===== config.mk =====
export PLATFORM = sky130hd
export DESIGN_NAME = matriz_scan_ctrl
export DESIGN_NICKNAME = d
export VERILOG_FILES = /design/src/rtl/matriz_scan_ctrl.sv
export SDC_FILE = /design/constraint.sdc
export NUM_CORES = 1
export LEC_CHECK = 0
export CORE_UTILIZATION = 35
export DETAILED_ROUTE_END_ITERATION = 16
export PLACE_DENSITY = 0.58
export SLEW_MARGIN = 25
export SYNTH_ARGS = -nofsm -noshare
export SYNTH_HDL_FRONTEND = slang
export SYNTH_SLANG_ARGS = --single-unit

===== constraint.sdc =====
create_clock -name clk -period 2.25 [get_ports clk]
set_input_delay 0.45 -clock clk [delete_from_list [all_inputs] [get_ports clk]]
set_output_delay 0.45 -clock clk [all_outputs]
set_load 0.02 [all_outputs]

===== src/rtl/matriz_scan_ctrl.sv =====
// Row-scan timing and image sequencer for the 7x5 LED matrix.
// Blanks between rows and swaps images only on frame boundaries, so the display never tears.
module matriz_scan_ctrl #(
  parameter int ROW_CYC      = 1000,
  parameter int GUARD_CYC    = 2,
  parameter int DWELL_FRAMES = 500
) (
  input  logic       clk,
  input  logic       rst_n,
  input  logic       enable,
  input  logic [1:0] nivel,
  input  logic       rega_ativa,
  input  logic       rega_tipo,
  output logic [2:0] sel,
  output logic [2:0] img_sel,
  output logic       blank,
  output logic       fase,
  output logic       frame_tick
);

  localparam int CYC_MAX = (ROW_CYC > GUARD_CYC) ? ROW_CYC : GUARD_CYC;
  localparam int CW      = (CYC_MAX > 1) ? $clog2(CYC_MAX) : 1;
  localparam int FW      = (DWELL_FRAMES > 1) ? $clog2(DWELL_FRAMES) : 1;

  localparam logic [CW-1:0] ROW_LAST   = CW'(ROW_CYC - 1);
  localparam logic [CW-1:0] GUARD_LAST = CW'((GUARD_CYC > 0) ? GUARD_CYC - 1 : 0);
  localparam logic [FW-1:0] DWELL_LAST = FW'(DWELL_FRAMES - 1);

  localparam logic [1:0] ST_IDLE  = 2'd0;
  localparam logic [1:0] ST_GUARD = 2'd1;
  localparam logic [1:0] ST_SCAN  = 2'd2;

  // Without blanking, a row hands over straight to the next row.
  localparam logic [1:0] ST_PRE_ROW = (GUARD_CYC == 0) ? ST_SCAN : ST_GUARD;

  localparam logic [2:0] SEL_OFF  = 3'd7;
  localparam logic [2:0] ROW_LAST_IDX = 3'd6;

  logic [1:0]    state_q, state_d;
  logic [2:0]    row_q, row_d;
  logic [CW-1:0] cyc_q, cyc_d;
  logic [FW-1:0] frame_q, frame_d;
  logic          fase_q, fase_d;
  logic [1:0]    nivel_q, nivel_d;
  logic          ativa_q, ativa_d;
  logic          tipo_q, tipo_d;
  logic          tick_d;
  logic [2:0]    sel_d;
  logic [2:0]    img_d;
  logic          blank_d;

  always_comb begin
    state_d = state_q;
    row_d   = row_q;
    cyc_d   = cyc_q;
    frame_d = frame_q;
    fase_d  = fase_q;
    nivel_d = nivel_q;
    ativa_d = ativa_q;
    tipo_d  = tipo_q;
    tick_d  = 1'b0;

    unique case (state_q)
      ST_IDLE: begin
        if (enable) begin
          nivel_d = nivel;
          ativa_d = rega_ativa;
          tipo_d  = rega_tipo;
          row_d   = 3'd0;
          cyc_d   = '0;
          fase_d  = 1'b0;
          frame_d = '0;
          state_d = ST_PRE_ROW;
        end
      end

      ST_GUARD: begin
        if (!enable) begin
          state_d = ST_IDLE;
          cyc_d   = '0;
        end else if (cyc_q == GUARD_LAST) begin
          cyc_d   = '0;
          state_d = ST_SCAN;
        end else begin
          cyc_d = cyc_q + CW'(1);
        end
      end

      ST_SCAN: begin
        if (!enable) begin
          // Abort wins over a coinciding frame boundary: no tick, image held.
          state_d = ST_IDLE;
          cyc_d   = '0;
        end else if (cyc_q == ROW_LAST) begin
          cyc_d   = '0;
          state_d = ST_PRE_ROW;
          if (row_q == ROW_LAST_IDX) begin
            row_d   = 3'd0;
            tick_d  = 1'b1;
            nivel_d = nivel;
            ativa_d = rega_ativa;
            tipo_d  = rega_tipo;
            if (!rega_ativa) begin
              fase_d  = 1'b0;
              frame_d = '0;
            end else if (frame_q == DWELL_LAST) begin
              frame_d = '0;
              fase_d  = ~fase_q;
            end else begin
              frame_d = frame_q + FW'(1);
            end
          end else begin
            row_d = row_q + 3'd1;
          end
        end else begin
          cyc_d = cyc_q + CW'(1);
        end
      end

      default: begin
        state_d = ST_IDLE;
        cyc_d   = '0;
        row_d   = 3'd0;
      end
    endcase
  end

  // Outputs are registered from the next-state values so they line up with the state.
  always_comb begin
    sel_d   = (state_d == ST_SCAN) ? row_d : SEL_OFF;
    blank_d = (state_d != ST_SCAN);
    img_d   = fase_d ? {2'b10, tipo_d} : {1'b0, nivel_d};
  end

  always_ff @(posedge clk or negedge rst_n) begin
    if (!rst_n) begin
      state_q    <= ST_IDLE;
      row_q      <= 3'd0;
      cyc_q      <= '0;
      frame_q    <= '0;
      fase_q     <= 1'b0;
      nivel_q    <= 2'd0;
      ativa_q    <= 1'b0;
      tipo_q     <= 1'b0;
      sel        <= SEL_OFF;
      img_sel    <= 3'd0;
      blank      <= 1'b1;
      frame_tick <= 1'b0;
    end else begin
      state_q    <= state_d;
      row_q      <= row_d;
      cyc_q      <= cyc_d;
      frame_q    <= frame_d;
      fase_q     <= fase_d;
      nivel_q    <= nivel_d;
      ativa_q    <= ativa_d;
      tipo_q     <= tipo_d;
      sel        <= sel_d;
      img_sel    <= img_d;
      blank      <= blank_d;
      frame_tick <= tick_d;
    end
  end

  assign fase = fase_q;

endmodule


; Word level (Yosys, flattened, before mapping)
; Index checks and enable logic that the tools add are counted.
[word_totals]
inputBits = 7
out_inout_bits = 9
reg_bits = 36
word_cells = 77
[classes]
reduce_logical = 3
eq_ne = 12
bitwise_logic = 1
addsub = 3
muxes = 47
[op_table]
columns = operator, n
row1 = $mux W9, 6
row2 = $mux W10, 5
row3 = $pmux W10 S3, 1
row4 = $mux W2, 9
row5 = $mux W3, 6
row6 = $pmux W9 S2, 1
row7 = $mux W1, 14
row8 = $add A10 B1 Y10 const B, 1
row9 = $eq A10 B1 Y1 const B, 1
row10 = $eq A10 B10 Y1 const B, 1
row11 = $ne A2 B2 Y1 const B, 5
row12 = $add A9 B1 Y9 const B, 1
row13 = $eq A9 B9 Y1 const B, 1
row14 = $pmux W3 S3, 1
row15 = $pmux W2 S3, 1
row16 = $reduce_and A5 Y1, 1
row17 = $eq A2 B2 Y1 const B, 2
row18 = $pmux W1 S2, 2
row19 = $pmux W2 S2, 1
row20 = $add A3 B1 Y3 const B, 1
row21 = $eq A3 B3 Y1 const B, 1
row22 = $eq A2 B1 Y1 const B, 1
row23 = $logic_not A2 Y1, 1
row24 = $reduce_bool A2 Y1, 1
row25 = $not A1 Y1, 1

; Longest topological paths before layout
; Gate-level depths: netlist (run 1).
[logic_depth]
depth_word = 8
depth_mapped = 9
mapped_depth_nobuf = 7

; Worst setup path before layout (run 1)
; Ideal clock, no wire load.
[synth_timing]
path_kind = register -> register
start = register cyc_q[0]
end = register img_sel[0]
path_buffers = 0
setup_time_ns = 0.125
required_ns = 2.125
path_slack_ns = 0.064
stages_incl_launch_ff = 7
arrival_ns = 2.062
synth_period_minus_slack_ns = 2.186
cell_sequence = dfrtp_1 ha_1 nand4bb_4 nor4_4 mux2_2 o21ai_2 mux2_2
[synth_between]
elab_chain_len = 5
elab_cells_between_ends = 11
cone_classes = 1 x eq/ne / 10 x mux
[synth_rtl]
columns = element, line
row1 = "start, declared", 41  ; logic [CW-1:0] cyc_q, cyc_d;
row2 = "start signal, assigned", 152  ; cyc_q <= cyc_d;
row3 = $eq A10 B10 Y1, 94  ; end else if (cyc_q == ROW_LAST) begin
row4 = $mux W1, 94
row5 = $mux W1, 90  ; if (!enable) begin
row6 = $pmux W1 S2, 63  ; unique case (state_q)
row7 = net fase_d, 43  ; logic fase_q, fase_d;
row8 = $mux W3, 132  ; img_d = fase_d ? {2'b10, tipo_d} : {1'b0, nivel_d};
row9 = net img_d[0], 49  ; logic [2:0] img_d;
row10 = "end signal, assigned", 159  ; img_sel <= img_d;
row11 = "end, declared", 15  ; output logic [2:0] img_sel,
; The timed path passes the listed nets, and every way through them passes these cells.
; A chain may end at the register's enable or synchronous reset.

; Worst setup path after layout (run 1)
; Ends and elaborated chain as after synthesis.

==> results.ini, run 1 <==
[logic_synthesis]
synth_cell_types=54
synth_area_leader_cell=dfrtp_1
syn-num-nets=227
synth_cells=213
synth.most_common_cell=dfrtp_1
seq_area_frac_synth=0.420
ys_warn_count=0
synth_flop_cell=dfrtp_1
synth_top_cell_area_share=0.370
ys_ff_latch=35
synth-edff-count=0
avgSynthCellArea_um2=9.85
synthArstFlopShare=1.00
synth_commonest_cells=dfrtp_1 (31), nand2_1 (21), o21ai_0 (18)
synth_area_um2=2100
ys_top_cells_by_area=dfrtp_1 (37%), dfstp_2 (5.0%), o21ai_0 (4.3%)

[die]
core_um2=5640
die_area_um2=6310
chipHeight_um=79.4
die_w_um=79.4
num_io_pins=16
floorplan.rows=27
initial_utilization=0.372

[clock_tree]
cts.sinks=35
clockBufferDepth=2
cts-root-buf=clkbuf_8
clk_pin_slew_ps=80
cts_made_buffers=5
cts_tree=yes
worstSkewPairLatency_ps=290
htree_levels=2

[sta]
tightest_slew_ps=785
final.setup.worst_slack_ps=92.7
timing.final.crit_share=0.959
fmax_mhz=464
setup_viol=0
post-route-min-period_ps=2160
slew-limit-headroom=0.477
skew_ps=9.66
slew_viol_final=0
hold_viol=0

[setup_path]
path_max_fanout=7
startpoint_type=flip-flop
cp.required_ps=2420
cp_slowest_cell=dfrtp_1
slowest_delay_ps=400
cp_cell_sequence=ha_2 -> nand4bb_4 -> nor4_4 -> mux2_2 -> o21ai_2 -> mux2_2
cp_top_family=multiplexers
crit_type=reg2reg
cp_num_buf_inv=0
worstPathArrival_ps=2330
critPathMostFrequentCell=mux2_2
end_kind=flip-flop

[layout]
fin_nets=270
area_growth_pct=26.8
drive_gt1_frac=0.265
fin_util=0.472
antenna_cells=0

[global_routing]
track_usage=0.156
grt_overflow=0
antenna_found_initial=0
grt_max_degree=36
grt_pass1_wl_mm=7.64
first_global_vias=1704

[placement]
dp_hpwl_mm=3.24
place.gp.congestion=0.817
pre_cts_slack_ps=-77.3
port_buffers=15

[route]
via_per_inst=5.38
ant_nets=0
via_count=1770
drc_errors=0
wl_mm=4.61
drt_iter0_drc=72
wl_per_cell_um=14.0
drtPass1Iterations=4

[status]
status=finished clean

[pwr]
p_seq_frac=0.357
switchingPower_w=0.000692
vdd_drop_max_mv=0.405
p_per_area_nw_per_um2=802
leakagePower_nw=1.13
power.internal_w=0.00144
p_sw_frac=0.325
p_clk_frac=0.277
share_comb_of_total_power=0.366

[flow_run]
drv_cap=0

[hold_path]
hold_path_class=in2async

metrics by stage:
stage	area [um2]	instances	total power (W)	TNS [ps]	hold WS (ps)
2_1_floorplan	2100	213	0.00119	0	154
3_3_place_gp	2480	317	0.00148	-66.0	478
3_5_place_dp	2480	317	0.00148	-128	472
4_1_cts	2600	325	0.00208	0	265
5_1_grt	2660	329	0.00226	-22.9	312
6_report	2660	329	0.00213	0	238
routing by layer:
| layer | up-vias | global-route usage | wire length (um) |
|---|---|---|---|
| met3 | 9 | 0.0366 | 135 |
| met1 | 851 | 0.195 | 2150 |
| met5 | - | 0 | 0 |
| met2 | 27 | 0.259 | 2250 |
| met4 | 0 | 0.0636 | 76 |
| li1 | 883 | - | - |
cell families after synthesis:
family | Yosys count | synth area share
buffers and inverters | 17 | 0.0334
xor gates and xnor gates | 2 | 0.00835
muxes | 9 | 0.0465
adders and majority gates | 7 | 0.0418
and+or+nand+nor | 83 | 0.242
DFF | 35 | 0.420
AOI/OAI and AO/OA | 60 | 0.208
worst paths after layout:
check                                       start                      to  slack, ps  cells past startpoint
max                          cyc_q[0]$_DFFE_PN0P_    img_sel[0]$_DFF_PN0_         90                      6
min reg2reg                frame_q[8]$_DFFE_PN0P_  frame_q[8]$_DFFE_PN0P_        490                      1
max in group asynchronous                   rst_n    cyc_q[6]$_DFFE_PN0P_       1510                      1
min                                         rst_n  frame_q[0]$_DFFE_PN0P_        240                      1
max reg2reg                  cyc_q[0]$_DFFE_PN0P_    img_sel[0]$_DFF_PN0_         90                      6
min in group clk           frame_q[8]$_DFFE_PN0P_  frame_q[8]$_DFFE_PN0P_        490                      1
power by group through the flow:
stage	Clock [W]	Sequential (W)	Combinational (W)
after floorplan	0	0.000792	0.000402
after global placement	0	0.000772	0.000703
after detailed placement	0	0.000775	0.000705
after CTS	0.000613	0.000763	0.000707
after global routing	0.000626	0.000772	0.000862
final	0.000590	0.000761	0.000781
cell usage in the layout, fill, tap and decap left out, drive strengths merged, types with 6 or more instances in the layout:
| master | Yosys | routed |
|---|---|---|
| a21oi | 6 | 6 |
| dfrtp | 31 | 31 |
| inv | 9 | 9 |
| clkbuf | 4 | 6 |
| mux2 | 6 | 6 |
| and3 | 10 | 10 |
| a31oi | 8 | 8 |
| buf | 4 | 30 |
| nand2 | 21 | 21 |
| o21ai | 20 | 20 |
| clkdlybuf4s50 | 0 | 14 |
| nand3 | 10 | 10 |
| ha | 7 | 7 |
state kept, by name, summed over array words and instances, names as in the netlist:
register / flops
tipo_q: 1
cyc_q: 10
blank: 1
nivel_q: 2
row_q: 3
img_sel: 2
sel: 3
frame_tick: 1
frame_q: 9
fase: 1
state_q: 2
timing repair:
item / in CTS / in global routing
setup buffers: 0 / 4
hold buffers: 0 / 0
endpoints found under the hold margin: 0 / 0
gates resized for setup: 0 / 9
endpoints found under the setup margin: 0 / 17
final cells by class:
class                      count  area [um2]
inverter                       9        33.8
clock buffer                   6        82.6
tap                           72        90.1
fill                         524        2980
timing repair buffer          44         360
multi-input combinational    161        1180
sequential                    35         881
clock inverter                 2        35.0
Power figures use the tool's default switching activity.
==> run 2: changes to the inputs <==
Settings changed: SETUP_SLACK_MARGIN from default to 0.15.
==> results.ini, run 2 (same netlist as run 1, synthesis figures left out) <==
[clock_tree]
cts_made_buffers=5  ; unchanged
cts.sinks=35  ; unchanged
cts_tree=yes  ; unchanged
clockBufferDepth=2  ; unchanged
clk_pin_slew_ps=80  ; about the same
htree_levels=2  ; unchanged
cts-root-buf=clkbuf_8  ; unchanged
worstSkewPairLatency_ps=290  ; about the same
cts_hold_buf=0  ; unchanged

[sta]
slew-limit-headroom=0.479  ; was 0.477
final.setup.worst_slack_ps=104  ; was 92.7 ps
fmax_mhz=466  ; was 464 MHz
tns_ps=0  ; unchanged
rsz0062_at_grt=yes
slew_viol_final=0  ; unchanged
post-route-min-period_ps=2150  ; was 2160 ps
hold_viol=0  ; unchanged
timing.final.crit_share=0.954  ; was 0.959
setup_viol=0  ; unchanged
skew_ps=8.39  ; was 9.66 ps
tightest_slew_ps=781  ; was 785 ps

[placement]
place.gp.congestion=0.818  ; was 0.817
placed_area_um2=2470  ; was 2480 um2
dp_hpwl_mm=3.31  ; was 3.24 mm
pre_cts_slack_ps=-218  ; was -77.3 ps
port_buffers=15  ; unchanged

[layout]
largest_reg_flops=10  ; unchanged
area_growth_pct=34.4  ; was 26.8%
layout_common_cells=dfrtp_1 (31), buf_4 (31), nand2_1 (21)  ; was dfrtp_1 (31), buf_4 (28), nand2_1 (21)
fin_nets=276  ; was 270
final_area_um2=2820  ; was 2660 um2
fill_cells=521  ; was 524
antenna_cells=0  ; unchanged
top_regs=cyc_q (10), frame_q (9)  ; unchanged
drive_gt1_frac=0.312  ; was 0.265
regMostFlops=cyc_q  ; unchanged

[route]
met1Wirelength_mm=2.34  ; was 2.15 mm
drtPass1Iterations=4  ; unchanged
via_per_inst=5.32  ; was 5.38
via_count=1782  ; was 1770
dr_wl_met3_um=105  ; was 135 um
drt_iter0_drc=161  ; was 72
routed-wl-met2_mm=2.45  ; was 2.25 mm
top_layer_used=met4  ; unchanged
wl_mm=4.97  ; was 4.61 mm
drc_errors=0  ; unchanged
wl_per_cell_um=14.8  ; was 14.0 um
ant_nets=0  ; unchanged

[pwr]
vdd_drop_max_mv=0.402  ; was 0.405 mV
leakagePower_nw=1.19  ; was 1.13 nW
p_per_area_nw_per_um2=791  ; was 802 nW/um2

[setup_path]
ff2ff_path_depth=7  ; was 6
cp.required_ps=2450  ; was 2420 ps
timing.rr.end=sel[0]$_DFF_PN1_  ; was img_sel[0]$_DFF_PN0_
critical_path_depth=7  ; was 6
cp-startpoint=cyc_q[1]$_DFFE_PN0P_  ; was cyc_q[0]$_DFFE_PN0P_
endpoint=sel[0]$_DFF_PN1_  ; was img_sel[0]$_DFF_PN0_
crit_type=reg2reg  ; unchanged
worstPathArrival_ps=2350  ; was 2330 ps
worstReg2RegStart=cyc_q[1]$_DFFE_PN0P_  ; was cyc_q[0]$_DFFE_PN0P_
cp_slowest_cell=or4b_4  ; was dfrtp_1
cp_top_family=compound AO/OA/AOI/OAI gates  ; was multiplexers
startpoint_type=flip-flop  ; unchanged
end_kind=flip-flop  ; unchanged
cp_num_buf_inv=1  ; was 0
r2r_setup_slack_ps=100  ; was 90 ps
cp_cell_sequence=inv_2 -> ha_4 -> or4b_4 -> nor3_4 -> a31oi_4 -> a2111oi_4 -> o21ai_1  ; was ha_2 -> nand4bb_4 -> nor4_4 -> mux2_2 -> o21ai_2 -> mux2_2
path_max_fanout=4  ; was 7
slowest_delay_ps=490  ; was 400 ps

[die]
die_w_um=79.4  ; unchanged
num_io_pins=16  ; unchanged
core_um2=5640  ; unchanged
initial_utilization=0.372  ; unchanged
floorplan.rows=27  ; unchanged
chipHeight_um=79.4  ; unchanged
die_area_um2=6310  ; unchanged

[flow_run]
drv_cap=0  ; unchanged

[status]
status=finished clean  ; unchanged

[global_routing]
grt_pass1_wl_mm=8.41  ; was 7.64 mm
grt_max_degree=36  ; unchanged
grt_overflow=0  ; unchanged
antenna_found_initial=0  ; unchanged
track_usage=0.172  ; was 0.156
first_global_vias=1803  ; was 1704

[hold_path]
hold_path_class=in2async  ; unchanged

==> run 2: cell types whose count changed in the layout (fill, tap and decap cells not counted), moves of 2 or more <==
cell    before  now
mux2_2       6    4
buf_6        0    3
ha_4         0    2
buf_4       28   31
mux2_4       0    2
==> run 2: worst min path at each step <==
stage	to	slack, ps	start
floorplan	cyc_q[0]$_DFFE_PN0P_	150	rst_n
global placement	frame_q[8]$_DFFE_PN0P_	470	frame_q[8]$_DFFE_PN0P_
detailed placement	frame_q[8]$_DFFE_PN0P_	490	frame_q[8]$_DFFE_PN0P_
CTS	frame_q[2]$_DFFE_PN0P_	260	rst_n
global route	frame_q[8]$_DFFE_PN0P_	300	rst_n
finish	frame_q[8]$_DFFE_PN0P_	240	rst_n
==> run 2: worst reg2reg max path, delay by kind of cell (launching register included) <==
kind	cells	cell delay [ps]
flops	1	430
fa+ha+maj	1	120
simple gates	2	680
buf+inv	1	100
compound gates	3	710
==> run 2: routing by layer <==
layer | global-route usage | vias up
met5 | 0 | -
met2 | 0.277 | 21
met4 | 0.0727 | 0
met3 | 0.0354 | 8
li1 | - | 892
met1 | 0.224 | 861
==> run 2: timing repair <==
| item | CTS | global route |
|---|---|---|
| cloned | 0 | 1 |
| setup buffers | 4 | 7 |
| endpoints found under the setup margin | 13 | 19 |
| hold endpoints to repair | 0 | 0 |
| pin swaps | 6 | 9 |
| resized for setup | 17 | 13 |
==> run 2: final cells by class <==
cell class / instances / area (um2) / share of cell area
Sequential cell: 35 / 881 / 0.313
Timing Repair Buffer: 50 / 425 / 0.151
Clock inverter: 2 / 35.0 / 0.0124
Clock buffer: 6 / 82.6 / 0.0293
Inverter: 9 / 37.5 / 0.0133
Multi-Input combinational cell: 161 / 1270 / 0.449
Tap cell: 72 / 90.1 / 0.0320
==> run 2: power by group <==
group          total, W  internal, W  switching, W
Sequential     0.000762     0.000708     0.0000540
Combinational  0.000870     0.000407      0.000463
Clock          0.000595     0.000359      0.000237
Total           0.00223      0.00147      0.000754
==> run 2: stage by stage <==
| step | total power [W] | hold slack (ps) | utilization | cells |
|---|---|---|---|---|
| floorplan | 0.00119 | 154 | - | 213 |
| global placement | 0.00142 | 468 | 0.438 | 315 |
| detailed placement | 0.00143 | 488 | 0.438 | 315 |
| CTS | 0.00214 | 263 | 0.477 | 327 |
| global route | 0.00238 | 297 | 0.499 | 335 |
| finish | 0.00223 | 237 | 0.499 | 335 |
==> run 3: changes to the inputs <==
Settings changed: CAP_MARGIN from default to 5.
==> results of run 3 <==
Final layout, timing and power as in run 2 (identical DEF).
==> RTL edit, RTL diff (flow settings as in run 2) <==
Reset style: synchronous (`rst_n`), changed in one clocked block.
--- a/src/rtl/matriz_scan_ctrl.sv
+++ b/src/rtl/matriz_scan_ctrl.sv
@@ -134,3 +134,3 @@
 
-  always_ff @(posedge clk or negedge rst_n) begin
+  always_ff @(posedge clk) begin
     if (!rst_n) begin
Function: differs if rst_n is asserted again (counterexample within 4 cycles, from zero or initial values and one cycle with rst_n low); with rst_n held inactive, the same outputs for 10 cycles.
==> RTL edit against run 2 <==
Sequential cell count did not move; design area decreased by 19%; routed wire length is 23% lower; synthesized area down 13%; register-to-register slack gained 0.16 ns; final cell count decreased by 6.6%; utilization decreased by 3.5 points; first-iteration DRC count fell by 55%; global-route usage fell by 1.8 points; hold slack improved by 0.26 ns; worst setup slack better by 0.14 ns; highest routed layer unchanged.
Power is not compared: it rests on default switching activity, and its combinational part moved more than twofold at a synthesized area within 25%.
==> RTL edit: results (changes against run 2) <==
outcome finished clean (unchanged); worst path arrival time 2.21 ns (was 2.35 ns); number of nets in the layout 259 (was 276); transition at the pin with the smallest max-transition slack 0.327 ns (was 0.781 ns); Worst path max stage delay 0.55 ns (was 0.49 ns); net count after synthesis 228 (was 227); share of cell area taken by muxes after synthesis 0.0534 (was 0.0465); fraction of synthesized cell area in xor and xnor cells 0.0383 (was 0.00835); average vias per placed instance 5.04 (was 5.32); Total GRT Usage 0.154 (was 0.172); area share of fa/ha/maj cells after synthesis 0.0479 (was 0.0418); instance count of the mapped netlist 214 (was 213); Max Clock Skew 0.00644 ns (was 0.00839 ns); share of the final layout cell area in sequential cells 0.309 (was 0.313); detailed-route via count 1579 (was 1782); post-DP HPWL 2820 microns (was 3310 microns); top cells by area in the synthesized netlist sky130_fd_sc_hd__dfxtp_1 (38%), sky130_fd_sc_hd__ha_1 (4.8%), sky130_fd_sc_hd__nor2_1 (4.5%), sky130_fd_sc_hd__o21ai_0 (3.8%), sky130_fd_sc_hd__mux2_2 (3.7%) (was sky130_fd_sc_hd__dfrtp_1 (37%), sky130_fd_sc_hd__dfstp_2 (5.0%), sky130_fd_sc_hd__o21ai_0 (4.3%), sky130_fd_sc_hd__ha_1 (4.2%), sky130_fd_sc_hd__nand2_1 (3.8%)); number of unique standard cell types used by synthesis 50 (was 54); cell types with the highest counts after synthesis sky130_fd_sc_hd__dfxtp_1 (35), sky130_fd_sc_hd__nor2_1 (22), sky130_fd_sc_hd__nand2_1 (17) (was sky130_fd_sc_hd__dfrtp_1 (31), sky130_fd_sc_hd__nand2_1 (21), sky130_fd_sc_hd__o21ai_0 (18)); Place WS -0.0663 ns (was -0.218 ns); Post-Place Cell Area 2150 sq um (was 2470 sq um); number of ordinary and repair buffers in the finished layout 31 (was 50); r2r startpoint cyc_q[1]$_SDFFE_PN0P_ (was cyc_q[1]$_DFFE_PN0P_); Clock Network Area Fraction 0.0496 (was 0.0417); vias in the first global route 1450 (was 1803); first-pass GRT wire length 6510 microns (was 8410 microns); critical-path cell with the highest stage delay sky130_fd_sc_hd__or4_4 (was sky130_fd_sc_hd__or4b_4); number of filler instances in the final layout 502 (was 521)
## RTL edit: changes by cell type in the layout (fill, tap and decap cells not counted), moves of 4 or more
cell,run 2,this run
sky130_fd_sc_hd__dfrtp_1,31,0
sky130_fd_sc_hd__nor2_1,5,22
sky130_fd_sc_hd__a21oi_1,5,11
sky130_fd_sc_hd__xor2_1,0,4
sky130_fd_sc_hd__and3_1,8,3
sky130_fd_sc_hd__dfxtp_1,0,35
sky130_fd_sc_hd__nand4_1,2,6
sky130_fd_sc_hd__buf_4,31,16
sky130_fd_sc_hd__nor3b_1,5,1
sky130_fd_sc_hd__dfstp_2,4,0
sky130_fd_sc_hd__nand2_1,21,17
sky130_fd_sc_hd__a31oi_1,7,2
## RTL edit: per-layer routing
layer  vias up  share of wire  global-route usage
met2        31           0.42               0.235
met3         5          0.035              0.0285
li1        827              -                   -
met1       716           0.53               0.215
met5         -              0                   0
met4         0          0.013              0.0629
## RTL edit: how the worst max path moves through the flow
| stage | start | to | slack (ns) | cells past startpoint |
|---|---|---|---|---|
| after floorplan | cyc_q[0]$_SDFFE_PN0P_ | frame_q[6]$_SDFFE_PN0P_ | 0.28 | 8 |
| after global placement | enable | img_sel[0]$_SDFF_PN0_ | -0.04 | 7 |
| after detailed placement | enable | img_sel[0]$_SDFF_PN0_ | -0.07 | 7 |
| after CTS | cyc_q[1]$_SDFFE_PN0P_ | img_sel[0]$_SDFF_PN0_ | 0.18 | 7 |
| after global routing | cyc_q[1]$_SDFFE_PN0P_ | img_sel[0]$_SDFF_PN0_ | 0.10 | 8 |
| final | enable | img_sel[0]$_SDFF_PN0_ | 0.25 | 7 |
## RTL edit: worst max-delay path, delay by kind of cell
family          cells  cell delay (ns)
simple gates        5             1.11
buf+inv             1             0.48
compound gates      1             0.18
